`src/rtl/id_ex_pipe.sv`:
```
// ---------------------------------------------------------------------------------------------
// id_ex_pipe
//
// Purpose:
//   ID->EX pipeline register for the execute stage (ALU / NPC / NPCO-mux).
//   - Captures the decoded controls and operands of the ID-slot instruction.
//   - Resolves RAW hazards by forwarding from EX/MEM/WB, and stalls on a load-use hazard.
//   - Squashes the ID-slot instruction when EX resolves a taken jump/branch.
//
// Build option:
//   FORWARD_EN defined   : operands are forwarded (EX > MEM > WB > register file). Only a
//                          load in EX that feeds a used source stalls ID, for one cycle.
//   FORWARD_EN undefined : no forwarding. ID stalls while any EX/MEM/WB writer targets a used
//                          source, up to 3 cycles. The register file need not be write-first.
//
// Encodings:
//   NPC_PC4 = 2'd0 (sequential next PC, used for bubbles), WD_RAM = 2'd1 (load writeback).
//
// Ports:
//   cpu_clk, cpu_rst_n          clock (rising edge), asynchronous active-low reset
//   id_valid                    ID slot holds a real instruction
//   id_pc, id_ext               PC and sign-extended immediate of the ID instruction
//   id_rs1/2, id_rs1/2_used     source indices and whether each is actually read
//   id_rD1/2                    register-file read data
//   id_rd, id_alu_op, id_npc_op, id_npco_sel, id_alub_sel (1 = immediate),
//   id_rf_we, id_ram_we, id_wd_sel        decoded controls
//   ex_is_jump                  taken redirect from EX (combinational)
//   ex_wd                       EX-stage writeback value
//   mem_rd/mem_rf_we/mem_wd     MEM-stage writer
//   wb_rd/wb_rf_we/wb_wd        WB-stage writer
//   ex_*                        registered EX-slot fields, operands already resolved
//   stall_id                    hold PC and IF/ID this cycle (combinational)
//   flush_ifid                  squash IF/ID (equals ex_is_jump)
// ---------------------------------------------------------------------------------------------

module id_ex_pipe #(
    parameter int unsigned XLEN   = 32,
    parameter int unsigned REG_AW = 5
) (
    input  logic              cpu_clk,
    input  logic              cpu_rst_n,

    // ID stage
    input  logic              id_valid,
    input  logic [XLEN-1:0]   id_pc,
    input  logic [XLEN-1:0]   id_ext,
    input  logic [REG_AW-1:0] id_rs1,
    input  logic [REG_AW-1:0] id_rs2,
    input  logic              id_rs1_used,
    input  logic              id_rs2_used,
    input  logic [XLEN-1:0]   id_rD1,
    input  logic [XLEN-1:0]   id_rD2,
    input  logic [REG_AW-1:0] id_rd,
    input  logic [3:0]        id_alu_op,
    input  logic [1:0]        id_npc_op,
    input  logic              id_npco_sel,
    input  logic              id_alub_sel,
    input  logic              id_rf_we,
    input  logic              id_ram_we,
    input  logic [1:0]        id_wd_sel,

    // Later stages
    input  logic              ex_is_jump,
    input  logic [XLEN-1:0]   ex_wd,
    input  logic [REG_AW-1:0] mem_rd,
    input  logic              mem_rf_we,
    input  logic [XLEN-1:0]   mem_wd,
    input  logic [REG_AW-1:0] wb_rd,
    input  logic              wb_rf_we,
    input  logic [XLEN-1:0]   wb_wd,

    // EX slot
    output logic              ex_valid,
    output logic [XLEN-1:0]   ex_pc,
    output logic [XLEN-1:0]   ex_ext,
    output logic [XLEN-1:0]   ex_aluA,
    output logic [XLEN-1:0]   ex_aluB,
    output logic [XLEN-1:0]   ex_rD2,
    output logic [3:0]        ex_alu_op,
    output logic [1:0]        ex_npc_op,
    output logic              ex_npco_sel,
    output logic [REG_AW-1:0] ex_rd,
    output logic              ex_rf_we,
    output logic              ex_ram_we,
    output logic [1:0]        ex_wd_sel,

    // Hazard control
    output logic              stall_id,
    output logic              flush_ifid
);

    localparam logic [1:0] NPC_PC4 = 2'd0;
    localparam logic [1:0] WD_RAM  = 2'd1;

    // ------------------------------------------------------------------------
    // EX slot registers
    // ------------------------------------------------------------------------
    logic              r_valid;
    logic [XLEN-1:0]   r_pc;
    logic [XLEN-1:0]   r_ext;
    logic [XLEN-1:0]   r_alua;
    logic [XLEN-1:0]   r_alub;
    logic [XLEN-1:0]   r_rd2;
    logic [3:0]        r_alu_op;
    logic [1:0]        r_npc_op;
    logic              r_npco_sel;
    logic [REG_AW-1:0] r_rd;
    logic              r_rf_we;
    logic              r_ram_we;
    logic [1:0]        r_wd_sel;

    // ------------------------------------------------------------------------
    // Hazard detection
    // ------------------------------------------------------------------------
    // A writer hits a source only if the source is really read, is not x0, and the writer
    // will actually write that register.
    function automatic logic f_hit(input logic              used,
                                   input logic [REG_AW-1:0] src,
                                   input logic              wr_en,
                                   input logic [REG_AW-1:0] wr_rd);
        return used && (src != '0) && wr_en && (wr_rd == src);
    endfunction

    logic w_ex_wr;
    logic w_ex_hit1;
    logic w_ex_hit2;
    logic w_mem_hit1;
    logic w_mem_hit2;
    logic w_wb_hit1;
    logic w_wb_hit2;

    // Bubbles already carry rf_we = 0; the valid term keeps the rule explicit.
    assign w_ex_wr    = r_valid & r_rf_we;

    assign w_ex_hit1  = f_hit(id_rs1_used, id_rs1, w_ex_wr,   r_rd);
    assign w_ex_hit2  = f_hit(id_rs2_used, id_rs2, w_ex_wr,   r_rd);
    assign w_mem_hit1 = f_hit(id_rs1_used, id_rs1, mem_rf_we, mem_rd);
    assign w_mem_hit2 = f_hit(id_rs2_used, id_rs2, mem_rf_we, mem_rd);
    assign w_wb_hit1  = f_hit(id_rs1_used, id_rs1, wb_rf_we,  wb_rd);
    assign w_wb_hit2  = f_hit(id_rs2_used, id_rs2, wb_rf_we,  wb_rd);

    logic            w_hazard;
    logic [XLEN-1:0] w_rs1_val;
    logic [XLEN-1:0] w_rs2_val;

`ifdef FORWARD_EN
    // Only a load in EX cannot be forwarded: its data does not exist until MEM. One bubble
    // moves the load to MEM, after which mem_wd supplies the value.
    assign w_hazard = (r_wd_sel == WD_RAM) & (w_ex_hit1 | w_ex_hit2);

    always_comb begin
        w_rs1_val = id_rD1;
        if (id_rs1 == '0) begin
            w_rs1_val = '0;
        end else if (w_ex_hit1) begin
            w_rs1_val = ex_wd;
        end else if (w_mem_hit1) begin
            w_rs1_val = mem_wd;
        end else if (w_wb_hit1) begin
            w_rs1_val = wb_wd;
        end
    end

    always_comb begin
        w_rs2_val = id_rD2;
        if (id_rs2 == '0) begin
            w_rs2_val = '0;
        end else if (w_ex_hit2) begin
            w_rs2_val = ex_wd;
        end else if (w_mem_hit2) begin
            w_rs2_val = mem_wd;
        end else if (w_wb_hit2) begin
            w_rs2_val = wb_wd;
        end
    end
`else
    // Without forwarding, wait until every in-flight writer of a used source has retired.
    // Stalling on WB too means the register file is read only after the write has landed.
    assign w_hazard = w_ex_hit1 | w_ex_hit2 | w_mem_hit1 | w_mem_hit2 | w_wb_hit1 | w_wb_hit2;

    assign w_rs1_val = (id_rs1 == '0) ? '0 : id_rD1;
    assign w_rs2_val = (id_rs2 == '0) ? '0 : id_rD2;

    // Writeback values are only consumed by the forwarding build.
    logic w_unused_fwd;
    assign w_unused_fwd = ^{ex_wd, mem_wd, wb_wd};
`endif

    // A redirect discards the ID instruction, so any hazard it carries is moot. The reset
    // term makes stall_id fall together with the registered outputs.
    assign stall_id   = cpu_rst_n & id_valid & ~ex_is_jump & w_hazard;
    assign flush_ifid = ex_is_jump;

    logic w_bubble;
    assign w_bubble = ex_is_jump | stall_id | ~id_valid;

    // ------------------------------------------------------------------------
    // Pipeline register
    // ------------------------------------------------------------------------
    always_ff @(posedge cpu_clk or negedge cpu_rst_n) begin
        if (!cpu_rst_n) begin
            r_valid    <= 1'b0;
            r_pc       <= '0;
            r_ext      <= '0;
            r_alua     <= '0;
            r_alub     <= '0;
            r_rd2      <= '0;
            r_alu_op   <= '0;
            r_npc_op   <= NPC_PC4;
            r_npco_sel <= 1'b0;
            r_rd       <= '0;
            r_rf_we    <= 1'b0;
            r_ram_we   <= 1'b0;
            r_wd_sel   <= '0;
        end else if (w_bubble) begin
            // Bubble: no architectural effect, data fields cleared.
            r_valid    <= 1'b0;
            r_pc       <= '0;
            r_ext      <= '0;
            r_alua     <= '0;
            r_alub     <= '0;
            r_rd2      <= '0;
            r_alu_op   <= '0;
            r_npc_op   <= NPC_PC4;
            r_npco_sel <= 1'b0;
            r_rd       <= '0;
            r_rf_we    <= 1'b0;
            r_ram_we   <= 1'b0;
            r_wd_sel   <= '0;
        end else begin
            r_valid    <= 1'b1;
            r_pc       <= id_pc;
            r_ext      <= id_ext;
            r_alua     <= w_rs1_val;
            r_alub     <= id_alub_sel ? id_ext : w_rs2_val;
            r_rd2      <= w_rs2_val;
            r_alu_op   <= id_alu_op;
            r_npc_op   <= id_npc_op;
            r_npco_sel <= id_npco_sel;
            r_rd       <= id_rd;
            r_rf_we    <= id_rf_we;
            r_ram_we   <= id_ram_we;
            r_wd_sel   <= id_wd_sel;
        end
    end

    assign ex_valid    = r_valid;
    assign ex_pc       = r_pc;
    assign ex_ext      = r_ext;
    assign ex_aluA     = r_alua;
    assign ex_aluB     = r_alub;
    assign ex_rD2      = r_rd2;
    assign ex_alu_op   = r_alu_op;
    assign ex_npc_op   = r_npc_op;
    assign ex_npco_sel = r_npco_sel;
    assign ex_rd       = r_rd;
    assign ex_rf_we    = r_rf_we;
    assign ex_ram_we   = r_ram_we;
    assign ex_wd_sel   = r_wd_sel;

endmodule

```
`config.mk`:
```
export PLATFORM = sky130hd
export DESIGN_NAME = id_ex_pipe
export DESIGN_NICKNAME = d
export VERILOG_FILES = /design/src/rtl/id_ex_pipe.sv
export SDC_FILE = /design/constraint.sdc
export NUM_CORES = 1
export LEC_CHECK = 0
export ABC_AREA = 0
export CAP_MARGIN = 20
export CORE_AREA = 3 3 171 173
export DETAILED_ROUTE_END_ITERATION = 6
export DIE_AREA = 0 0 174 176
export PLACE_DENSITY = 0.65
export SYNTH_ARGS = -nofsm -noshare
export SYNTH_HDL_FRONTEND = slang
export SYNTH_SLANG_ARGS = --single-unit
export TNS_END_PERCENT = 1
```
`constraint.sdc`:
```
create_clock -name cpu_clk -period 2.49 [get_ports cpu_clk]
set_clock_uncertainty 0.05 [all_clocks]
set_input_delay 0.498 -clock cpu_clk [delete_from_list [all_inputs] [get_ports cpu_clk]]
set_output_delay 0.498 -clock cpu_clk [all_outputs]
set_load 0.05 [all_outputs]
```
# After elaboration in Yosys (flattened, before gate mapping)
# Index checks and enable logic that the tools add are counted.
# totals
output_inout_bits	179
elab_cells	66
reg_bits	177
input_bits	269
# op_classes
mux	16
bitwise_logic	13
n_eq_ne	6
n_reduce_logical	18
# ops
cell	count
$mux W32	8
$eq A5 B5 Y1	6
$logic_and A1 B1 Y1	14
$logic_not A5 Y1	2
$reduce_bool A5 Y1	2
$or A1 B1 Y1	7
$mux W5	1
$and A1 B1 Y1	4
$mux W1	4
$mux W2	2
$mux W4	1
$not A1 Y1	2

# Logic depth before layout (Yosys ltp)
# Gate-level depths: netlist (run 1).
# logic_depth
ltp_word	13
mapped_depth	8
ltp_nobuf	6

# Worst setup path before layout (run 1)
# No wires, ideal clock.
# synth_timing
path_type	reg2out
from	register r_rd[4], in the netlist ex_rd[4]
to	output port stall_id
slack_ps	-153
path_stages_with_launch	7
t_arrival_ps	2095
required_ps	1942
n_path_buf	0
path_cell_list	dfrtp_1 -> xor2_1 -> nor3_1 -> nand4_1 -> a21oi_1 -> nor3b_1 -> nor2_1
# synth_between
elab_chain_len	8
word_cells_on_any_way	10
cone_classes	eq/ne (2); bitwise (6); reduce/logical (2)
# synth_rtl
item	line_no	rtl
from (decl)	107	logic [REG_AW-1:0] r_rd;
from (signal assigned)	240	r_rd <= id_rd;
$eq A5 B5 Y1	121	return used && (src != '0) && wr_en && (wr_rd == src);
$logic_and A1 B1 Y1	121	
$or A1 B1 Y1 * (5 in series)	179	assign w_hazard = w_ex_hit1 | w_ex_hit2 | w_mem_hit1 | w_mem_hit2 | w_wb_hit1 | w_wb_hit2;
$and A1 B1 Y1 *	191	assign stall_id = cpu_rst_n & id_valid & ~ex_is_jump & w_hazard;
to (decl)	88	output logic stall_id,
# Every way passes the cells marked *; elsewhere a longest branch is shown, timed or not.

# Final worst setup path (run 1)
# layout_timing
from	input port id_rs2[4]
to	output port stall_id
# layout_between
elab_chain_len	10
word_cells_on_any_way	17
cone_classes	eq/ne (3); bitwise (6); reduce/logical (8)
# layout_rtl
item	line_no	rtl
from (decl)	48	input logic [REG_AW-1:0] id_rs2,
$reduce_bool A5 Y1	121	
$logic_and A1 B1 Y1 (3 in series)	121	
$or A1 B1 Y1 (4 in series)	179	
$or A1 B1 Y1 *	179	
$and A1 B1 Y1 *	191	
# Marks and branches as above.

==> results of run 1 <==
[cell usage in the layout, fill, tap and decap left out, drive strengths merged, types with 6 or more instances in the layout]
| master | synthesis | routed |
|---|---|---|
| clkdlybuf4s50 | 0 | 325 |
| dfrtp | 177 | 177 |
| and2 | 112 | 112 |
| nand2 | 69 | 69 |
| and3 | 64 | 64 |
| buf | 6 | 37 |
| o21ai | 32 | 32 |
| clkbuf | 31 | 23 |
| xor2 | 22 | 22 |
| dlygate4sd2 | 0 | 9 |
| xnor2 | 8 | 8 |
| inv | 0 | 7 |
| nor2 | 6 | 6 |
[layout make-up]
type / instances / area (µm²) / area share (%)
repair buffers: 382 / 3740 / 33.2
diodes: 3 / 7.51 / 0.0666
clock buffers: 17 / 425 / 3.77
well taps: 378 / 473 / 4.20
multi-input cells: 334 / 2000 / 17.8
clock inverters: 15 / 191 / 1.70
flip-flops and latches: 177 / 4430 / 39.3
[sequential cells by signal, indices dropped and copies added, names as in the netlist]
register and count:
ex_rD2 32, ex_wd_sel 2, ex_ram_we 1, ex_alu_op 4, ex_aluA 32, ex_pc 32, ex_rf_we 1, ex_npc_op 2
ex_npco_sel 1, ex_valid 1, ex_aluB 32, ex_rd 5, ex_ext 32
[timing repair]
action                                 4_1_cts  5_1_grt
gates resized for setup                     46       14
setup buffers                                4        2
hold buffers                                 1        0
endpoints found under the hold margin        1        0
pin swaps                                   16       15
setup endpoints to repair                    1        1
[logic make-up after synthesis]
| kind of cell | Yosys count | share of synthesized area, % |
|---|---|---|
| AND/OR/NAND/NOR | 269 | 23.0 |
| flip-flops | 177 | 67.5 |
| buffers and inverters | 37 | 2.65 |
| AO/OA/AOI/OAI | 35 | 2.82 |
| XOR/XNOR | 30 | 4.01 |
[per-layer routing]
layer  vias up  track usage (%)  share of wire, %
li1       2495                -                 -
met1      2534             16.4                41
met4         2             5.19               1.7
met5         -                0             0.061
met2       222             22.8                49
met3        19             5.44               8.5
[how the worst max path moves through the flow]
| stage | from | end | slack [ps] | depth (start not counted) |
|---|---|---|---|---|
| global route | wb_rd[2] | stall_id | -60 | 8 |
| finish | id_rs2[4] | stall_id | 40 | 8 |
| detailed placement | id_rs2[0] | ex_pc[28] | -430 | 8 |
| CTS | id_rs1[1] | stall_id | 3 | 8 |
| floorplan | ex_rd[4] | stall_id | 60 | 6 |
| global placement | id_rs2[0] | ex_pc[28] | -420 | 8 |
[worst max-delay path, cell delays in order]
cell and delay, ps:
clkdlybuf4s15_2 230, xor2_1 170, nor4_1 260, and4_1 240
a31oi_2 50, nor3b_2 170, nor2_2 130, buf_12 150
[metrics by stage]
step,setup slack [ps],TNS (ps),instances
floorplan,61.9,0,548
global placement,-425,-60290,1264
detailed placement,-431,-63950,1264
CTS,3.47,0,1301
global route,-58.6,-58.6,1305
finish,38.1,0,1306
[power groups by stage]
stage	registers, W	clock network [W]	logic, W
after detailed placement	0.00308	0	0.00133
after global routing	0.00304	0.00303	0.00139
final	0.00302	0.00280	0.00131
after global placement	0.00308	0	0.00132
after CTS	0.00302	0.00291	0.00133
after floorplan	0.00351	0	0.000210
==> out/metrics.yaml, run 1 <==
status: "complete, no violations"
async_flop_share_pct: 100
power.switching_w: 0.00206
power.share.clock_pct: 39.2
drcViolationCount: 0
synth_nets: 817
top_level_ports: 448
yosys-top-cells-area: "dfrtp_1 68%, and2_1 11%, and3_1 6.1%"
worst-slew-pin-transition_ps: 679
drive_above_1_share_pct: 9.73
worstPathArrival_ps: 1900
globalplace.congestion: 0.790
firstDrtPassIters: 4
areaGrowthSynthToFinish_pct: 71.8
drtAntennaViolNets: 0
die_y_um: 176
initial_utilization_pct: 23.6
fp.coreArea_um2: 27800
seqPwrFrac_pct: 42.4
power_switching_share_pct: 28.8
final_core_util_pct: 40.6
synth_top_cells_by_count: "177 x dfrtp_1, 112 x and2_1, 69 x nand2_1"
fin_hold_ws_ps: 121
dp_hpwl_um: 15600
overflow: 0
vias: 5272
grt_pass1_vias: 5516
relSlewSlack_pct: 54.7
intPower_w: 0.00507
yosysMostFrequentCell: "dfrtp_1"
place_area_um2: 10600
fp.dieW_um: 174
yosysTopAreaCell: "dfrtp_1"
synth_seq_cells: 177
seq_area_frac_synth_pct: 67.5
wl_per_cell_um: 16.3
setup_violations: 0
final_area_um2: 11300
cts_max_level: 4
yosysTopAreaCellShare_pct: 67.5
routed_wl_um: 21300
cts_sinks: 177
rows: 61
grt_pass1_wl_um: 32700
tritoncts: "done"
synth_cell_types: 22
netlist_instances: 548
n_fill_cell: 2743
hold_violations: 0
leakage_nw: 5.28
final_max_slew_viol_count: 0
port_buffers: 351
post-route-period-util_pct: 98.5
fmax_mhz: 408
synth-edff-count: 0
via_per_inst: 4.04
cts-root-buf: "clkbuf_16"
numCtsBuffers: 17
power.total_w: 0.00713
grt_usage_pct: 13.9
syn_avg_cell_area_um2: 12.0
num-nets-final: 1181
insertion_delay_ps: 420
holdCritPathClass: "input pin to asynchronous set/reset pin"
cp_max_fo: 4
clk_path_buf_depth: 2
post-route-min-period_ps: 2450
clk_pin_slew_ps: 80
antenna_found_initial: 4
grt_max_degree: 93
comb_power_share_pct: 18.4
powerDensity_nw_per_um2: 633
rsz0062_at_grt: "true"
cp-end-kind: "output pin"
synth_ff_type: "dfrtp_1"
r2r_slack_ps: 290
cp.required_ps: 1940
die-area_um2: 30600
rr_endpoint: "ex_rD2[0]"
ir_worst_vdd_mv: 0.333
synthesis.area_um2: 6560
ys.warnings.count: 0
critPathLaunchType: "input pin"
drt-initial-drc-count: 242
path_class: "input pin to output pin"
ff2ff_path_depth: 9
cap_violations: 0
r2r-start: "ex_rd[3]"
No activity file was read; power rests on OpenSTA's default activity.
==> run 2: changes to the inputs <==
CTS_BUF_LIST = sky130_fd_sc_hd__clkbuf_4   (was unset)
CTS_CLUSTER_SIZE = 40   (was unset)
==> run 2 against run 1 <==
Effect of this change:
- the flow now finishes with violations (negative setup slack)
- sequential share of layout area grew 1.0 points
- hold slack worse by 34 ps
- die area stayed put
- first-iteration DRC count shrank 18%
- worst setup slack lost 230 ps
- clock-buffer cell count unchanged
- register-to-register slack better by 30 ps
- combinational power about the same
- via count rose by 0.25%
- non-clock buffer count decreased by 2
- largest cell class unchanged
- largest power group unchanged
==> out/metrics.yaml, run 2 (same netlist as run 1, synthesis figures left out) <==
status: "finished with violations"
violations: "negative setup slack"
cp-end-kind: "output pin"
drive_above_1_share_pct: 8.34  # -1.4 points
rsz0062_at_grt: "true"
cp.required_ps: 1940  # about the same
ir_worst_vdd_mv: 0.347  # +4.3%
final_common_cell: "clkdlybuf4s50_1"
worstPathArrival_ps: 2130  # +230 ps
fp.coreArea_um2: 27800  # unchanged
overflow: 0  # unchanged
crit_chain: "clkdlybuf4s50_1, xor2_1, nor4_2, nand4_1, a21boi_2, nor3b_2, nor2_2, buf_12"
grt_usage_pct: 13.8  # -0.074 points
wl_per_cell_um: 16.3  # about the same
timing.critical_path.buf_inv: 2  # unchanged
die_y_um: 176  # unchanged
path_class: "input pin to output pin"
drcViolationCount: 0  # unchanged
areaGrowthSynthToFinish_pct: 67.5
grt_pass1_wl_um: 32500  # -0.55%
n_fill_cell: 2763  # +0.73%
cts-root-buf: "clkbuf_4"
hold_violations: 0  # unchanged
vias: 5285  # +0.25%
drt-initial-drc-count: 199  # -18%
pre_cts_ws_ps: -431  # unchanged
initial_utilization_pct: 23.6  # unchanged
drtAntennaViolNets: 0  # unchanged
port_buffers: 351  # unchanged
firstDrtPassIters: 4  # unchanged
via_per_inst: 4.05  # +0.40%
die-area_um2: 30600  # unchanged
insertion_delay_ps: 550  # +130 ps
r2r-start: "ex_rd[0]"
fin_setup_tns_ps: -189  # -189 ps
rr_endpoint: "ex_rD2[0]"
final_cell_mix: "331 x clkdlybuf4s50_1, 177 x dfrtp_1, 112 x and2_1, 68 x nand2_1, 64 x and3_1"
r2r_slack_ps: 320  # +30 ps
cap_violations: 0  # unchanged
clk_pin_slew_ps: 170  # +90 ps
antenna_found_initial: 4  # unchanged
cts_max_level: 4  # unchanged
rows: 61  # unchanged
top_level_ports: 448  # unchanged
slowest_delay_ps: 450  # +190 ps
fp.dieW_um: 174  # unchanged
fmax_mhz: 373  # -8.5%
grt_pass1_vias: 5479  # -0.67%
post-route-period-util_pct: 108  # +9.1 points
final_max_slew_viol_count: 0  # unchanged
place_area_um2: 10600  # unchanged
routed_wl_um: 21300  # -0.17%
numCtsBuffers: 17  # unchanged
globalplace.congestion: 0.790  # unchanged
cts_sinks: 177  # unchanged
num-nets-final: 1179  # -0.17%
holdCritPathClass: "input pin to asynchronous set/reset pin"
layout.cells.non_filler: 1304  # -0.15%
setup_violations: 1  # +1
cpMaxStageDelayCell: "clkdlybuf4s50_1"
place_inst: 1264  # unchanged
critPathLaunchType: "input pin"
fin_hold_ws_ps: 87.4  # -33.8 ps
post-route-min-period_ps: 2680  # +227 ps
setup_ws_ps: -189  # -227 ps
clk_path_buf_depth: 2  # unchanged
crit_family: "simple AND/OR/NAND/NOR gates"
dp_hpwl_um: 15600  # unchanged
leakage_nw: 5.17  # -2.1%
tritoncts: "done"
powerDensity_nw_per_um2: 558  # -12%
final_area_um2: 11000  # -2.5%
relSlewSlack_pct: 53.9  # -0.84 points
worst-slew-pin-transition_ps: 692  # +12.5 ps
cp_max_fo: 2  # -2
grt_max_degree: 93  # unchanged
ff2ff_path_depth: 9  # unchanged
==> run 2: cell types whose count changed in the layout (fill, tap and decap cells not counted), moves of 3 or more <==
| cell | before | now |
|---|---|---|
| clkbuf_16 | 17 | 0 |
| clkbuf_4 | 0 | 17 |
| clkdlybuf4s50_1 | 325 | 331 |
| clkbuf_2 | 5 | 0 |
| buf_2 | 5 | 1 |
| dlygate4sd2_1 | 9 | 12 |
==> run 2: per-layer routing <==
metal | GRT usage [%] | vias to the layer above | routed length, µm
met3 | 5.31 | 18 | 1810
met4 | 5.06 | 2 | 341
met2 | 22.8 | 220 | 10400
met5 | 0 | - | 13
met1 | 16.4 | 2559 | 8710
li1 | - | 2486 | -
==> run 2: worst max-delay path by stage <==
stage               from        end  cells past startpoint
6_report       mem_rd[0]   stall_id                      8
5_1_grt        mem_rd[0]   stall_id                      8
4_1_cts         ex_rd[0]   stall_id                      7
3_5_place_dp   id_rs2[0]  ex_pc[28]                      8
3_3_place_gp   id_rs2[0]  ex_pc[28]                      8
2_1_floorplan   ex_rd[4]   stall_id                      6
==> run 2: through the flow <==
step | util [%] | power (W)
finish | 39.6 | 0.00613
global route | 39.6 | 0.00644
CTS | 39.5 | 0.00625
floorplan | - | 0.00372
global placement | 38.2 | 0.00440
detailed placement | 38.2 | 0.00441
==> run 2: final cells by class <==
| class | instances | area [µm²] | share of cell area (%) |
|---|---|---|---|
| Antenna cell | 3 | 7.51 | 0.0683 |
| Tap cell | 378 | 473 | 4.30 |
| Clock buffer | 17 | 128 | 1.16 |
| Sequential cell | 177 | 4430 | 40.3 |
| Timing Repair Buffer | 380 | 3770 | 34.3 |
| Multi-Input combinational cell | 334 | 2000 | 18.2 |
| Clock inverter | 15 | 191 | 1.74 |
==> run 2: what timing repair did <==
action / 4_1_cts / 5_1_grt
endpoints found under the hold margin: 53 / 0
gates resized for setup: 19 / 5
endpoints found under the setup margin: 2 / 2
hold buffers: 1 / 0
pin swaps: 7 / 6
gates cloned: 0 / 0
buffers inserted: 4 / 0
==> run 2: worst register-to-register path, stage by stage (launching register included) <==
cell and delay, ps:
dfrtp_1 450, buf_6 130, xor2_1 150, nor2_1 60, nand4_1 110, a21oi_2 80, buf_4 140, nor4b_4 350
buf_12 320, and3_1 270
==> run 2: report_power, final <==
| part | internal, W | leakage [nW] | total, W | switching [W] |
|---|---|---|---|---|
| registers | 0.00299 | 2.39 | 0.00302 | 0.0000344 |
| logic | 0.000558 | 2.61 | 0.00131 | 0.000756 |
| clock network | 0.000648 | 0.169 | 0.00179 | 0.00114 |
==> run 3: changes to the inputs <==
clock period = 3 ns   (was 2.49 ns; I/O delays follow)
==> run 3 against run 2 <==
Effect of this change:
- the run now ends clean
- combinational power shrank 16%
- clock-buffer cell count is the same
- sequential power shrank 17%
- largest cell class unchanged
- critical endpoint unchanged
- largest power group unchanged
- highest routed layer is now met4
==> out/metrics.yaml, run 3 (same netlist as run 1, synthesis figures left out) <==
ir_worst_vdd_mv: 0.226  # -35%
insertion_delay_ps: 530  # -20 ps
routed_wl_um: 21500  # +0.86%
initial_utilization_pct: 23.6  # unchanged
holdCritPathClass: "input pin to asynchronous set/reset pin"
grt_max_degree: 87  # -6.5%
port_buffers: 351  # unchanged
path_class: "input pin to output pin"
drive_above_1_share_pct: 7.82  # -0.52 points
top_level_ports: 448  # unchanged
dp_hpwl_um: 16300  # +4.3%
layout.cells.non_filler: 1300  # -0.31%
setup_violations: 0  # -1
rr_endpoint: "ex_aluA[25]"
worst-slew-pin-transition_ps: 936  # +244 ps
busiest_layer: "met2"
numCtsBuffers: 17  # unchanged
vias: 5258  # -0.51%
final_common_cell: "clkdlybuf4s50_1"
worstPathArrival_ps: 2280  # +150 ps
cts-root-buf: "clkbuf_4"
place_inst: 1265  # +0.079%
cts_sinks: 177  # unchanged
cap_violations: 0  # unchanged
met1_usage_pct: 16.5  # +0.15 points
post-route-min-period_ps: 2930
wl_per_cell_um: 16.5  # +1.2%
power.total_w: 0.00510  # -17%
ff2ff_path_depth: 8  # -1
die_y_um: 176  # unchanged
overflow: 0  # unchanged
grt_pass1_wl_um: 33000  # +1.6%
cts_max_level: 4  # unchanged
fp.dieW_um: 174  # unchanged
fin_hold_ws_ps: 67.7  # -19.8 ps
status: "complete, no violations"
grt_usage_pct: 14.0  # +0.24 points
cp-end-kind: "output pin"
r2r-start: "ex_rd[0]"
globalplace.congestion: 0.790  # about the same
drcViolationCount: 0  # unchanged
leakage_nw: 5.16  # -0.11%
areaGrowthSynthToFinish_pct: 67.7
firstDrtPassIters: 4  # unchanged
drt-initial-drc-count: 146  # -27%
fin_setup_tns_ps: 0  # +189 ps
antenna_found_initial: 1  # -3
num-nets-final: 1177  # -0.17%
final_area_um2: 11000  # +0.11%
final_max_slew_viol_count: 0  # unchanged
use_met3_pct: 4.95  # -0.37 points
die-area_um2: 30600  # unchanged
rows: 61  # unchanged
drtAntennaViolNets: 0  # unchanged
clk_pin_slew_ps: 180  # about the same
clk_path_buf_depth: 2  # unchanged
via_per_inst: 4.04  # -0.20%
hold_violations: 0  # unchanged
critPathLaunchType: "input pin"
fp.coreArea_um2: 27800  # unchanged
cp_max_fo: 2  # unchanged
tritoncts: "done"
use_met2_pct: 24.0  # +1.2 points
place_area_um2: 10600  # +0.19%
final_cell_mix: "338 x clkdlybuf4s50_1, 177 x dfrtp_1, 112 x and2_1, 68 x nand2_1, 64 x and3_1"
grt_pass1_vias: 5616  # +2.5%
cp.required_ps: 2350  # +410 ps
post-route-period-util_pct: 97.6
r2r_slack_ps: 880  # +560 ps
powerDensity_nw_per_um2: 463  # -17%
fmax_mhz: 342
relSlewSlack_pct: 37.4  # -16 points
-- run 3: power breakdown --
part / switching (W) / leakage (nW) / internal, W / total (W)
clock network: 0.000947 / 0.173 / 0.000540 / 0.00149
logic: 0.000631 / 2.60 / 0.000467 / 0.00110
registers: 0.0000285 / 2.39 / 0.00248 / 0.00251
-- run 3: through the flow --
step	setup slack, ps	utilization, %
after CTS	5.01	39.4
after global placement	-126	38.2
after detailed placement	-132	38.2
after floorplan	233	-
final	73.2	39.6
after global routing	-3.34	39.6
-- run 3: repair_timing --
action	4_1_cts	5_1_grt
hold endpoints to repair	19	0
setup buffers	0	1
setup endpoints to repair	1	1
gates cloned	0	0
hold buffers	1	0
pin swaps	1	4
gates resized for setup	8	10
-- run 3: critical path, cell delays in order --
cell and delay [ps]:
clkdlybuf4s50_1 450, xor2_1 160, nor4_1 330, nand4_1 170, a21boi_2 220, nor3b_2 70
nor2_2 130, buf_12 150
-- run 3: routing by layer --
metal,up-vias,wire length (µm)
li1,2478,-
met1,2516,8600
met2,241,10700
met3,23,1840
met4,0,375
met5,-,0
-- run 3: layout make-up --
| class | instances | area [µm²] |
|---|---|---|
| Multi-Input combinational cell | 334 | 2000 |
| Clock inverter | 15 | 193 |
| Timing Repair Buffer | 378 | 3780 |
| Sequential cell | 177 | 4430 |
| Tap cell | 378 | 473 |
| Clock buffer | 17 | 128 |
| Antenna cell | 1 | 2.50 |
| Fill cell | 2748 | 16800 |
-- run 3: how the worst max path moves through the flow --
stage / startpoint / end / slack, ps / cells after the start
after floorplan: id_rs1[3] / stall_id / 230 / 6
after global placement: id_rs2[1] / ex_aluA[25] / -130 / 10
after detailed placement: id_rs2[1] / ex_aluA[25] / -130 / 10
after CTS: wb_rd[0] / stall_id / 5 / 8
after global routing: id_rs1[0] / stall_id / -3 / 8
final: mem_rd[3] / stall_id / 70 / 8
